`src/rtl/pid_multichannel.sv`:
```
// pid_multichannel: time-multiplexed PID controller. One signed sample per
// accepted beat runs IDLE -> MUL -> SUM -> OUT on a shared datapath. Each
// channel keeps its own integrator and, optionally, its previous error.
//
// Optional feature macro: PID_MULTICHANNEL_DERIV_EN adds the derivative term
// and the per-channel previous-error storage. When it is not defined, Kd is
// ignored and latency and ports stay the same.
//
// Handshake: a beat transfers on a rising clk edge where valid && ready are
// both 1. A source holds data/user stable while valid=1 && ready=0, and valid
// never waits on ready.
module pid_multichannel #(
  parameter int W       = 16,
  parameter int N_CH    = 4,
  parameter int FRAC    = 8,
  parameter int MAX_VAL = 32767,
  parameter int MIN_VAL = -32768,
  localparam int CW     = (N_CH > 1) ? $clog2(N_CH) : 1
) (
  input  logic            clk,
  input  logic            reset_n,
  input  logic [W-1:0]    s_axi_tdata,
  input  logic [CW-1:0]   s_axi_tuser,
  input  logic            s_axi_tvalid,
  output logic            s_axi_tready,
  input  logic [N_CH*W-1:0] Kp,
  input  logic [N_CH*W-1:0] Ki,
  input  logic [N_CH*W-1:0] Kd,
  input  logic [N_CH*W-1:0] setpoint,
  input  logic            clr,
  output logic [W-1:0]    m_axi_tdata,
  output logic [CW-1:0]   m_axi_tuser,
  output logic            m_axi_tvalid,
  input  logic            m_axi_tready,
  output logic [1:0]      dbg_state
);

  localparam int ACC_W = 3*W + 2;
  localparam logic [CW:0] N_CH_L = (CW+1)'(N_CH);
  localparam logic signed [ACC_W-1:0] MAX_A = ACC_W'(MAX_VAL);
  localparam logic signed [ACC_W-1:0] MIN_A = ACC_W'(MIN_VAL);
  localparam logic signed [2*W-1:0] I_MAX = {1'b0, {(2*W-1){1'b1}}};
  localparam logic signed [2*W-1:0] I_MIN = {1'b1, {(2*W-1){1'b0}}};

  typedef enum logic [1:0] {IDLE = 2'd0, MUL = 2'd1, SUM = 2'd2, OUT = 2'd3} state_t;

  state_t                 state;
  logic signed [W-1:0]    sample_r;
  logic [CW-1:0]          ch_r;
  logic signed [W:0]      e_r;
  logic signed [2*W-1:0]  i_new_r;
  logic signed [W-1:0]    kp_r;
  logic signed [W-1:0]    ki_r;
  logic signed [2*W-1:0]  integ [N_CH];

  logic signed [W-1:0]    sp_sel;
  logic signed [2*W-1:0]  integ_sel;
  logic signed [W:0]      e_c;
  logic [2*W:0]           i_sum;
  logic signed [2*W-1:0]  i_sat;
  logic signed [ACC_W-1:0] acc_c;
  logic signed [ACC_W-1:0] shifted;
  logic [W-1:0]           u_c;

`ifdef PID_MULTICHANNEL_DERIV_EN
  logic signed [W+1:0]    d_r;
  logic signed [W-1:0]    kd_r;
  logic signed [W:0]      e_prev [N_CH];
  logic signed [W:0]      ep_sel;
  logic signed [W+1:0]    d_c;
`else
  logic unused_kd;
  assign unused_kd = ^Kd;
`endif

  // Input is only accepted in IDLE and never while reset is asserted.
  assign s_axi_tready = reset_n && (state == IDLE);
  assign dbg_state    = state;

  // MUL-stage arithmetic: error, saturated integrator update, derivative.
  always_comb begin
    sp_sel    = setpoint[int'(ch_r)*W +: W];
    integ_sel = integ[ch_r];
    e_c       = {sp_sel[W-1], sp_sel} - {sample_r[W-1], sample_r};
    i_sum     = {integ_sel[2*W-1], integ_sel} + {{W{e_c[W]}}, e_c};
    i_sat     = i_sum[2*W-1:0];
    if (i_sum[2*W] != i_sum[2*W-1]) begin
      i_sat = i_sum[2*W] ? I_MIN : I_MAX;
    end
`ifdef PID_MULTICHANNEL_DERIV_EN
    ep_sel = e_prev[ch_r];
    d_c    = {e_c[W], e_c} - {ep_sel[W], ep_sel};
`endif
  end

  // SUM-stage arithmetic: full-width accumulate, arithmetic shift, clamp.
  always_comb begin
    acc_c = ACC_W'(kp_r) * ACC_W'(e_r) + ACC_W'(ki_r) * ACC_W'(i_new_r);
`ifdef PID_MULTICHANNEL_DERIV_EN
    acc_c = acc_c + ACC_W'(kd_r) * ACC_W'(d_r);
`endif
    shifted = acc_c >>> FRAC;
    u_c     = shifted[W-1:0];
    if (shifted > MAX_A) begin
      u_c = MAX_A[W-1:0];
    end else if (shifted < MIN_A) begin
      u_c = MIN_A[W-1:0];
    end
  end

  // Control FSM, pipeline registers and per-channel state; clr wins over SUM.
  always_ff @(posedge clk) begin
    if (!reset_n) begin
      state        <= IDLE;
      m_axi_tdata  <= '0;
      m_axi_tuser  <= '0;
      m_axi_tvalid <= 1'b0;
      sample_r     <= '0;
      ch_r         <= '0;
      e_r          <= '0;
      i_new_r      <= '0;
      kp_r         <= '0;
      ki_r         <= '0;
      for (int c = 0; c < N_CH; c++) begin
        integ[c] <= '0;
      end
`ifdef PID_MULTICHANNEL_DERIV_EN
      d_r  <= '0;
      kd_r <= '0;
      for (int c = 0; c < N_CH; c++) begin
        e_prev[c] <= '0;
      end
`endif
    end else begin
      case (state)
        IDLE: begin
          // Out-of-range channel ids complete the handshake but are discarded.
          if (s_axi_tvalid && ({1'b0, s_axi_tuser} < N_CH_L)) begin
            sample_r <= s_axi_tdata;
            ch_r     <= s_axi_tuser;
            state    <= MUL;
          end
        end
        MUL: begin
          e_r     <= e_c;
          i_new_r <= i_sat;
          kp_r    <= Kp[int'(ch_r)*W +: W];
          ki_r    <= Ki[int'(ch_r)*W +: W];
`ifdef PID_MULTICHANNEL_DERIV_EN
          d_r  <= d_c;
          kd_r <= Kd[int'(ch_r)*W +: W];
`endif
          state <= SUM;
        end
        SUM: begin
          m_axi_tdata     <= u_c;
          m_axi_tuser     <= ch_r;
          m_axi_tvalid    <= 1'b1;
          integ[ch_r]     <= i_new_r;
`ifdef PID_MULTICHANNEL_DERIV_EN
          e_prev[ch_r]    <= e_r;
`endif
          state <= OUT;
        end
        OUT: begin
          if (m_axi_tready) begin
            m_axi_tvalid <= 1'b0;
            state        <= IDLE;
          end
        end
        default: state <= IDLE;
      endcase
      if (clr) begin
        for (int c = 0; c < N_CH; c++) begin
          integ[c] <= '0;
        end
`ifdef PID_MULTICHANNEL_DERIV_EN
        for (int c = 0; c < N_CH; c++) begin
          e_prev[c] <= '0;
        end
`endif
      end
    end
  end

endmodule

```
`config.mk`:
```
export PLATFORM = sky130hd
export DESIGN_NAME = pid_multichannel
export DESIGN_NICKNAME = d
export VERILOG_FILES = /design/src/rtl/pid_multichannel.sv
export SDC_FILE = /design/constraint.sdc
export NUM_CORES = 2
export LEC_CHECK = 0
export CAP_MARGIN = 20
export CELL_PAD_IN_SITES_DETAIL_PLACEMENT = 1
export CELL_PAD_IN_SITES_GLOBAL_PLACEMENT = 2
export CORE_ASPECT_RATIO = 1.5
export CORE_MARGIN = 4
export CORE_UTILIZATION = 40
export DETAILED_ROUTE_END_ITERATION = 10
export GPL_TIMING_DRIVEN = 0
export PLACE_DENSITY_LB_ADDON = 0.1
export SETUP_SLACK_MARGIN = 0.3
export SYNTH_ARGS = -nofsm -noshare
export SYNTH_HDL_FRONTEND = slang
export SYNTH_SLANG_ARGS = --single-unit
```
`constraint.sdc`:
```
create_clock -name clk -period 11.4 [get_ports clk]
set_input_delay 1.14 -clock clk [delete_from_list [all_inputs] [get_ports clk]]
set_output_delay 1.14 -clock clk [all_outputs]
set_load 0.03 [all_outputs]
```
Word-level counts from Yosys, hierarchy flattened. Memory sizes are Yosys's and may differ from the RTL's. A register that Yosys moved wholly into a read port is not among the register bits. Cells that the tools add are included.

Register bits: 120. Memory bits (writable): 128. Input bits: 279. Output and inout port bits: 22. Word-level logic and storage cells: 79. Memories: 1.

Add/sub/neg operators: 3. Multipliers: 2. Order comparisons: 2. Equal/unequal tests: 10. Shift-type cells: 3. Mux-type cells: 25. Bitwise gates (word level): 16. Reductions and logical operators: 7.

Memories: integ (depth 4, width 32, rd ports 1, clocked after Yosys merged registers in 1, wr ports 4, line 54) `logic signed [2*W-1:0] integ [N_CH];`.

Operators with widths (number): $mux 32 (7); $shiftx 64x7->16 (3); $add 33x48->49 (1); $mul 16x32->48 (1); $gt 41x16->1 const B (1); $lt 41x16->1 const B (1); $add 32x17->33 (1); $mul 16x17->33 (1); $mux 16 (2); $reduce_or 32->1 (1); $sub 16x16->17 (1); $eq 2x2->1 const B (6); $mux 2 (5); $mux 1 (9); $and 1x1->1 (8); $pmux 2 s4 (1); $reduce_and 2->1 (3); $ne 2x2->1 const B (2); $not 1->1 (4); $or 1x1->1 (4); $eq 2x1->1 const B (1); $logic_not 2->1 (1); $pmux 1 s2 (1); $reduce_bool 2->1 (1); other kinds (2) (2).

Depth between registers and ports, before layout.
Word-level depth: 11. Depth in mapped cells: 32. Mapped depth without buffers: 30.

Least setup slack after synthesis. OpenSTA, ideal clock, no wires.

Kind: reg-to-reg. Start: reg kp_r[5]. End: reg m_axi_tdata[12]. Library setup time: 0.073 ns. Data arrival time: 9.131 ns. Required time: 11.327 ns. Setup slack: 2.196 ns. Cell stages (with the launch flop): 29. Path buffers: 2. Period minus slack after synthesis: 9.204 ns. Path through: dfxtp_1 clkbuf_1 nand2_1 inv_1 fa_1 fa_1 inv_1 fa_1 inv_1 fa_1 fa_1 fa_1 fa_1 inv_1 fa_1 inv_1 ha_1 and3_1 a221o_1 a21oi_1 o21a_1 o311ai_1 and3_1 or4_1 or4_1 or4_1 o31a_1 buf_6 o22ai_2.

Cells in the longest elaborated chain, start to end: 5. Elaborated cells between the ends (all ways): 6. Classes of those cells: 1 x add/sub; 1 x mul; 2 x order compare; 2 x mux.

RTL lines: from (decl) (line 52) `logic signed [W-1:0] kp_r;`; from (signal assigned) (line 147) `kp_r <= Kp[int'(ch_r)*W +: W];`; $mul 16x17->33 (*) (line 98) `acc_c = ACC_W'(kp_r) * ACC_W'(e_r) + ACC_W'(ki_r) * ACC_W'(i_new_r);`; $add 33x48->49 (*) (line 98); $lt 41x16->1 (line 106) `end else if (shifted < MIN_A) begin`; $mux 16 (line 106); $mux 16 (*) (line 104) `if (shifted > MAX_A) begin`; to (signal assigned) (line 156) `m_axi_tdata <= u_c;`; to (decl) (line 31) `output logic [W-1:0] m_axi_tdata,`.

Every way passes the cells marked *; elsewhere a longest branch is shown, timed or not. A chain may end at the register's enable or synchronous reset.

Final worst setup path.
Start: reg e_r[13]. End: reg m_axi_tdata[7].

Cells in the longest elaborated chain, start to end: 5. Elaborated cells between the ends (all ways): 6. Classes of those cells: 1 x add/sub; 1 x mul; 2 x order compare; 2 x mux.

RTL lines: from (decl) (line 50) `logic signed [W:0] e_r;`; from (signal assigned) (line 120) `e_r <= '0;`; from (signal assigned) (line 145) `e_r <= e_c;`; $mul 16x17->33 (*) (line 98); $add 33x48->49 (*) (line 98); $lt 41x16->1 (line 106); $mux 16 (line 106); $mux 16 (*) (line 104).

Marks and branches as above.

==> out/metrics.csv <==
stage,metric,value,unit
min_path,Hold Crit Class,reg -> reg,
sta,Rel. slew slack,23.6,%
yosys,cells after synthesis,4380,
layout,"commonest cells after routing, fill and taps aside","inv_1, fa_1, nand2_1",
sta,Clock Skew,51.1,ps
sta,crit share post-route,94.8,%
grt,Total Routing Usage GR,27.0,%
detailed_routing,DRC violations left,0,
cts,Worst-path clk slew,70,ps
layout,"Core Util, Final",45.3,%
place,# port buffers,235,
sta,max-slew violation count,0,
floorplan,IO Count,301,
setup_path,Worst path most repeated cell,fa_1,
job,Max-Cap Viols,0,
cts,PostCTS Resize Cnt,11,
layout,layout cells sized above 1,4.10,%
sta,slew at the pin closest to its max-slew limit,1150,ps
floorplan,die area,113000,sq um
power_and_ir_drop,cell area power density,318,nW/um^2
layout,Layout Cells excl Fill,6104,
sta,RSZ-0062 raised after global routing,no,
cts,Root Driver,clkbuf_16,
sta,Max Fclk,92.6,MHz
detailed_routing,via count,31200,
yosys,share of the synthesized area in the top cell type,40.7,%
setup_path,largest fanout on the critical path,10,
yosys,post-synthesis register bit count,250,
sta,TNS Setup,0,ps
grt,largest net degree at the start of global routing,24,
yosys,dominant synthesized flop cell,edfxtp_1,
setup_path,Worst Path Required,11860,ps
setup_path,WP data arrival,11260,ps
grt,GR Overflow Total,0,
setup_path,Max stage delay on crit path,770,ps
layout,Nets,6046,
cts,clock latency on the worst-skew pair,600,ps
detailed_routing,Vias/cell,5.11,
sta,"Hold Violations, Final",0,
yosys,"FFs w/ async S/R, synth",0,%
layout,fillcell total,12200,
setup_path,crit end category,flop,
grt,first-pass GRT wire length,227000,microns
floorplan,site row count,147,
detailed_routing,final antenna-violating net count,0,
yosys,syn avg cell area,9.83,sq um
yosys,Post-Syn Nets,5766,
setup_path,CP max-delay cell,dfxtp_1,
yosys,"top cells by area, synth","fa_1, edfxtp_1, inv_1",
layout,"commonest non-fill, non-tap cell in the layout",inv_1,
detailed_routing,First DRT Iteration DRCs,1193,
sta,Final setup viols,0,
setup_path,Setup crit start kind,flop,
yosys,Synth area leader,fa_1,
grt,initial antenna violation count,6,
yosys,number of flops mapped to enable cells by yosys,128,
yosys,register area share after synthesis,14.6,%
cts,Setup Buffers After CTS,0,
yosys,Cell variety after synth,69,
detailed_routing,final wirelength,149000,microns
floorplan,die width,276,microns
outcome,outcome,finished clean,
power_and_ir_drop,Leak,22.5,nW
grt,number of global-route vias before repair,35800,
setup_path,crit path kind,reg -> reg,
place,dpl hpwl,131000,microns
layout,Syn-to-layout area delta,12.6,%
cts,Num Clock Sinks,250,
place,Placed Cells,6043,
layout,Reg area,6290,sq um
power_and_ir_drop,total power,0.0154,W
yosys,Syn. warnings,0,
yosys,cell area after synthesis,43100,sq um
place,gpl congestion,0.884,
cts,CTS tree,done,
floorplan,starting density of the core,40.2,%
floorplan,Die Y,410,microns
floorplan,core area,107000,sq um
layout,multi-input logic area,32500,sq um
sta,Final Critical Period,10800,ps
power_and_ir_drop,VDD IR-drop max,0.465,mV
cts,Num CTS Buffers,28,
cts,hold-fix buffers at CTS,0,
cts,total number of H-tree levels,1,
cts,CTS Buffer Depth,3,
detailed_routing,routed length per instance,24.4,microns
detailed_routing,iteration count of the initial detailed-routing pass,5,
[layer usage]
metal / global-route usage (%) / routed length (microns)
met1: 32.7 / 58000
met2: 50.0 / 79200
met3: 2.10 / 5110
met4: 9.52 / 6420
met5: 0 / 0
[worst max-delay path, delay by kind of cell, from the launching register on]
family | cells | cell delay [ps]
fa+ha+maj | 9 | 4390
simple gates | 7 | 2580
flops | 1 | 770
buf+inv | 8 | 1520
compound gates | 5 | 1400
[worst paths after layout]
kind	startpoint	end	slack [ps]	depth (start not counted)
hold reg to reg	sample_r[4]	sample_r[4]	470	2
setup reg to reg	e_r[13]	m_axi_tdata[7]	600	29
hold / removal	sample_r[4]	sample_r[4]	470	2
setup / recovery	e_r[13]	m_axi_tdata[7]	600	29
[area by class of cell]
class                      instances  area share [%]
antenna                            7          0.0361
buffer                           226            1.80
clock buffer                      36            1.68
clock inverter                    16           0.289
inverter                         932            7.21
multi-input combinational       2972            67.0
sequential                       250            13.0
tap                             1415            3.65
timing repair buffer             250            5.38
[where the power goes]
| part | internal (W) | switching, W |
|---|---|---|
| clock network | 0.000549 | 0.000407 |
| logic | 0.00482 | 0.00821 |
| registers | 0.00112 | 0.000332 |
| total | 0.00649 | 0.00895 |
[metrics by stage]
step	hold slack (ps)	worst slack, ps	instance area (sq um)
6_report	473	597	48500
5_1_grt	502	304	48500
4_1_cts	475	301	48500
3_5_place_dp	466	-657	47500
3_3_place_gp	455	-538	47200
2_1_floorplan	443	2200	43100
[kinds of logic (layout without fill, tap and decap cells)]
| family | Yosys count | in the layout | synth area share (%) |
|---|---|---|---|
| AO/OA/AOI/OAI | 386 | 386 | 5.82 |
| flip-flops | 250 | 250 | 14.6 |
| adder cells (fa/ha/maj) | 1125 | 1125 | 47.8 |
| multiplexers | 127 | 127 | 5.27 |
| other | 0 | 7 | 0 |
| AND/OR/NAND/NOR | 1258 | 1258 | 14.8 |
| XOR/XNOR | 76 | 76 | 1.55 |
| buffers and inverters | 1158 | 1460 | 10.1 |
[sequential cells by signal, summed over array words and instances (netlist names), named ones only]
name          count
integ           128
i_new_r          32
e_r              17
ki_r             16
kp_r             16
m_axi_tdata      16
sample_r         16
ch_r              2
dbg_state         2
m_axi_tuser       2
m_axi_tvalid      1
[synth_stat cells (3+ instances only)]
cell and instances:
a21boi_0 28, nand4_1 18, a311o_1 3, nand4b_1 3, o211a_1 7, a31oi_1 13
o21ai_0 98, o211ai_1 9, nor2_1 90, clkbuf_1 208, o21a_1 21, fa_1 876
buf_1 16, dfxtp_1 122, nor3_1 17, inv_1 932, and3_1 14, or3_1 8
nand2_1 505, a21oi_1 105, edfxtp_1 128, a2111oi_0 3, a31o_2 5, and2_1 462
mux4_2 80, xnor2_1 51, o22ai_1 6, o22ai_2 11, nand3b_1 3, a21o_1 29
xor2_1 25, nand2b_1 43, nand3_1 12, maj3_1 18, o21bai_1 10, ha_1 231
a211oi_1 5, o21ai_1 7, mux2i_1 47, or4_1 6, o31a_1 3, nor2b_1 67
(Power assumes the default switching activity.)
